File: config.mk
export PLATFORM = sky130hd
export DESIGN_NAME = fifo_rd_ctrl
export DESIGN_NICKNAME = d
export VERILOG_FILES = /design/src/rtl/fifo_rd_ctrl_pkg.sv /design/src/rtl/rd_ptr_counter.sv /design/src/rtl/fifo_rd_ctrl.sv
export SDC_FILE = /design/constraint.sdc
export NUM_CORES = 1
export LEC_CHECK = 0
export BUFFER_PORTS_ARGS = -buffer_cell sky130_fd_sc_hd__buf_4
export CAP_MARGIN = 10
export CORE_AREA = 8 8 45 47
export CTS_CLUSTER_DIAMETER = 60
export DETAILED_ROUTE_END_ITERATION = 12
export DIE_AREA = 0 0 53 55
export GPL_TIMING_DRIVEN = 0
export PLACE_DENSITY_LB_ADDON = 0.15
export SLEW_MARGIN = 20
export SYNTH_ARGS = -nofsm -noshare
export SYNTH_HDL_FRONTEND = slang
export SYNTH_SLANG_ARGS = --single-unit
export TNS_END_PERCENT = 10
File: constraint.sdc
create_clock -name clock -period 1.4 [get_ports clock]
set_input_delay 0.21 -clock clock [delete_from_list [all_inputs] [get_ports clock]]
set_output_delay 0.21 -clock clock [all_outputs]
set_load 0.01 [all_outputs]
File: src/rtl/fifo_rd_ctrl_pkg.sv
// Shared FIFO geometry used by both the read-side and write-side pointer controllers.
package fifo_rd_ctrl_pkg;

  localparam int unsigned ADDR_W_DEF   = 2;
  localparam int unsigned DEPTH_DEF    = 1 << ADDR_W_DEF;
  localparam int unsigned AE_LEVEL_DEF = 1;

endpackage : fifo_rd_ctrl_pkg

File: src/rtl/rd_ptr_counter.sv
// Wrap-extended pointer incrementer; mirror of the write-side counter.
// The carry out of the address bits toggles the wrap bit.
module rd_ptr_counter
  import fifo_rd_ctrl_pkg::*;
#(
  parameter int unsigned ADDR_W = ADDR_W_DEF
) (
  input  logic              clock,
  input  logic              clear,
  input  logic              en,
  output logic [ADDR_W:0]   ptr
);

  logic [ADDR_W:0] ptr_q;
  logic [ADDR_W:0] ptr_d;
  logic [ADDR_W:0] addr_inc;

  always_comb begin
    // NOTE: every always_comb output gets a default first so no path leaves it unassigned (no latch).
    ptr_d    = ptr_q;
    addr_inc = {1'b0, ptr_q[ADDR_W-1:0]} + {{ADDR_W{1'b0}}, 1'b1};
    if (en) begin
      ptr_d = {ptr_q[ADDR_W] ^ addr_inc[ADDR_W], addr_inc[ADDR_W-1:0]};
    end
  end

  always_ff @(posedge clock or negedge clear) begin
    if (!clear) begin
      ptr_q <= '0;
    end else begin
      // NOTE: sequential state uses non-blocking assignment so all flops update from pre-edge values.
      ptr_q <= ptr_d;
    end
  end

  assign ptr = ptr_q;

endmodule : rd_ptr_counter

File: src/rtl/fifo_rd_ctrl.sv
// Read-side pointer and flag controller: pop acceptance, read pointer, occupancy,
// empty/almost-empty flags, one-cycle read-valid strobe and sticky underflow.
module fifo_rd_ctrl
  import fifo_rd_ctrl_pkg::*;
#(
  parameter int unsigned ADDR_W   = ADDR_W_DEF,
  parameter int unsigned AE_LEVEL = AE_LEVEL_DEF
) (
  input  logic              clock,
  input  logic              clear,
  input  logic [ADDR_W:0]   wr_ptr,
  input  logic              rd_en,
  output logic [ADDR_W-1:0] rd_addr,
  output logic [ADDR_W:0]   rd_ptr,
  output logic              rd_valid,
  output logic              empty,
  output logic              almost_empty,
  output logic [ADDR_W:0]   count,
  output logic              underflow
);

  localparam logic [ADDR_W:0] AE_CMP = AE_LEVEL[ADDR_W:0];

  logic pop;
  logic rd_valid_q, rd_valid_d;
  logic underflow_q, underflow_d;

  rd_ptr_counter #(
    .ADDR_W (ADDR_W)
  ) u_rd_ptr_counter (
    .clock (clock),
    .clear (clear),
    .en    (pop),
    .ptr   (rd_ptr)
  );

  // Full is wrap bits differing with equal address bits, which the modular
  // difference naturally reports as 2**ADDR_W.
  always_comb begin
    count        = wr_ptr - rd_ptr;
    empty        = (wr_ptr == rd_ptr);
    almost_empty = (count <= AE_CMP);
    pop          = rd_en & ~empty;
    rd_valid_d   = pop;
    underflow_d  = underflow_q | (rd_en & empty);
  end

  always_ff @(posedge clock or negedge clear) begin
    if (!clear) begin
      rd_valid_q  <= 1'b0;
      underflow_q <= 1'b0;
    end else begin
      rd_valid_q  <= rd_valid_d;
      underflow_q <= underflow_d;
    end
  end

  assign rd_addr   = rd_ptr[ADDR_W-1:0];
  assign rd_valid  = rd_valid_q;
  assign underflow = underflow_q;

endmodule : fifo_rd_ctrl
==> impl_metrics.toml <==
[outcome]
status = "finished with violations"
failed_checks = "negative setup slack"

[die]
die_y_um = 55
num_rows = 14
die_area_um2 = 2915
fp.dieW_um = 53
core_um2 = 1384
start_util = 0.2333
ios = 18

[cells_and_area]
area_delta_synth_final_pct = 77.52
diodes = 0
fillers = 146
layout.area.seq_um2 = 127.6
nets = 64
drive_gt1_frac = 0.7170
final_area_um2 = 573.1
multiInputGateArea_um2 = 212.7
final_util = 0.4141

[placed_design]
hpwlAfterDp_um = 665
placed_cell_area_um2 = 491.7
port_buffers = 17
place_ws_ps = -179.0
place.gp.congestion = 0.7056

[detailed_routing]
drt_wl_total_um = 757
first_pass_iters = 2
num_vias = 276
drtIter0Drc = 1
via_per_inst = 4.000
antenna_left = 0
drc = 0
wl_per_cell_um = 10.97

[logic_synthesis]
synth_most_common_cell = "inv_1"
yosysTopAreaCellShare = 0.3876
synthesis.area_per_instance_um2 = 10.76
ys_seq_elements = 5
syn_inst = 30
synth_area_um2 = 322.8
post-synth-top-area-cell = "dfrtp_1"
synth_commonest_cells = "inv_1, dfrtp_1, ha_1, nor2_1"
synth_cell_types = 15
synthArstFlopShare = 1.000
synth-edff-count = 0
synth_area_leaders = "dfrtp_1, ha_1, inv_1"
ys_seq_area_frac = 0.3876
ys.flop_type = "dfrtp_1"
yosysWarnings = 0
synth_fp_nets = 40

[critical_path]
crit_type = "reg -> out"
cpMaxStageDelayCell = "fa_2"
setup.worst_path.start_class = "register"
crit_path_end_kind = "output pin"
crit_arrival_ps = 1550
max_stage_delay_ps = 520
path_max_fanout = 2
crit_chain = "ha_4 > fa_2 > inv_2 > nor2_4 > buf_6"
cp.required_ps = 1190

[clocking]
clkTransAtPathRegs_ps = 40
cts_sinks = 5
cts_tree = "yes"
cts.htree.levels = 1
cts_root_buffer = "clkbuf_4"
insertion_delay_ps = 230
clockBufferDepth = 2
cts_made_buffers = 3

[sta]
fmax_mhz = 567.9
finalClockSkew_ps = 4.438
final_max_slew_viol_count = 0
worst_slack_ps = -360.8
setup_viol = 5
tightest_slew_ps = 255.8
fin_crit_sh = 1.258
hold_violations = 0
whs_ps = 211.7
slew_headroom = 0.8293
min_period_ps = 1761
rsz0062_at_grt = "true"

[global_routing]
grt_max_degree = 7
overflow = 0
grt_pass1_vias = 281
grt_pass1_wl_um = 1159
antenna_found_initial = 0
track_usage = 0.05769

[power]
power.density_nw_per_um2 = 2542
vdd_drop_max_mv = 0.9475
p_leak_nw = 0.2814

[job]
drv_cap = 0

[worst_hold_path]
holdCritPathClass = "in -> reg"
==> power by group <==
group	internal [W]	total [W]	switching, W
Combinational	0.000560	0.00100	0.000444
Clock	0.000107	0.000160	0.0000526
Sequential	0.000217	0.000293	0.0000757
==> logic make-up after synthesis <==
logic type | after synthesis | share of synthesized area
AO/OA/AOI/OAI | 3 | 0.08528
XOR/XNOR | 3 | 0.1047
adder cells (fa/ha/maj) | 4 | 0.1783
buffers and inverters | 8 | 0.1163
flip-flops | 5 | 0.3876
multiplexers | 1 | 0.04650
AND/OR/NAND/NOR | 6 | 0.08141
==> state kept, by name (all words and copies together) (netlist names) <==
signal / flops
underflow: 1
rd_valid: 1
u_rd_ptr_counter.ptr: 3
==> critical path: cells and delay by family (launching register included) <==
| kind | cells | cell delay (ps) |
|---|---|---|
| and+or+nand+nor | 1 | 70 |
| adders and majority gates | 2 | 680 |
| buffers and inverters | 2 | 150 |
| DFF | 1 | 410 |
==> final cells by class <==
class	count	area share
well taps	16	0.03493
clock buffers	4	0.04585
plain buffers	2	0.02620
repair buffers	19	0.2598
multi-input cells	17	0.3712
flip-flops and latches	5	0.2227
inverters	6	0.03930
==> metrics by stage <==
| step | power [W] | setup TNS (ps) | cells |
|---|---|---|---|
| floorplan | 0.0007973 | -241.0 | 30 |
| global placement | 0.001175 | -599.8 | 63 |
| detailed placement | 0.001200 | -717.1 | 63 |
| CTS | 0.001432 | -1368 | 69 |
| global route | 0.001598 | -1566 | 69 |
| finish | 0.001456 | -1175 | 69 |
==> placed cells by master (no fill, tap or decap), types with 2 or more instances in the layout <==
cell type,synthesis,final
clkbuf_4,0,3
inv_2,0,2
xor2_2,1,2
dfrtp_2,0,2
dfrtp_1,5,3
inv_1,6,4
ha_4,0,2
buf_4,2,19
nor2_1,3,2
==> path summary, 6_finish.rpt <==
path / endpoint / slack, ps / from / depth (start not counted)
setup / recovery: almost_empty / -360 / u_rd_ptr_counter.ptr[0] / 5
hold / removal: underflow / 210 / rd_en / 2
setup reg to reg: u_rd_ptr_counter.ptr[1] / -30 / u_rd_ptr_counter.ptr[1] / 5
hold reg to reg: underflow / 450 / underflow / 1
max in group asynchronous: u_rd_ptr_counter.ptr[1] / 970 / clear / 2
min in group asynchronous: u_rd_ptr_counter.ptr[0] / 310 / clear / 2
==> metal layers <==
metal	global-route usage	routed length, µm	vias up
met5	0	0	-
met4	0.03879	0	0
met3	0.05080	128	0
met2	0.1016	392	12
met1	0.03858	236	127
li1	-	-	137
==> repair_timing <==
| item | in CTS | in global routing |
|---|---|---|
| pin swaps | 0 | 1 |
| resized for setup | 3 | 5 |
| hold buffers | 1 | 0 |
| setup endpoints to repair | 7 | 7 |
| setup buffers | 1 | 0 |
| endpoints found under the hold margin | 5 | 0 |
(Power assumes the default switching activity.)
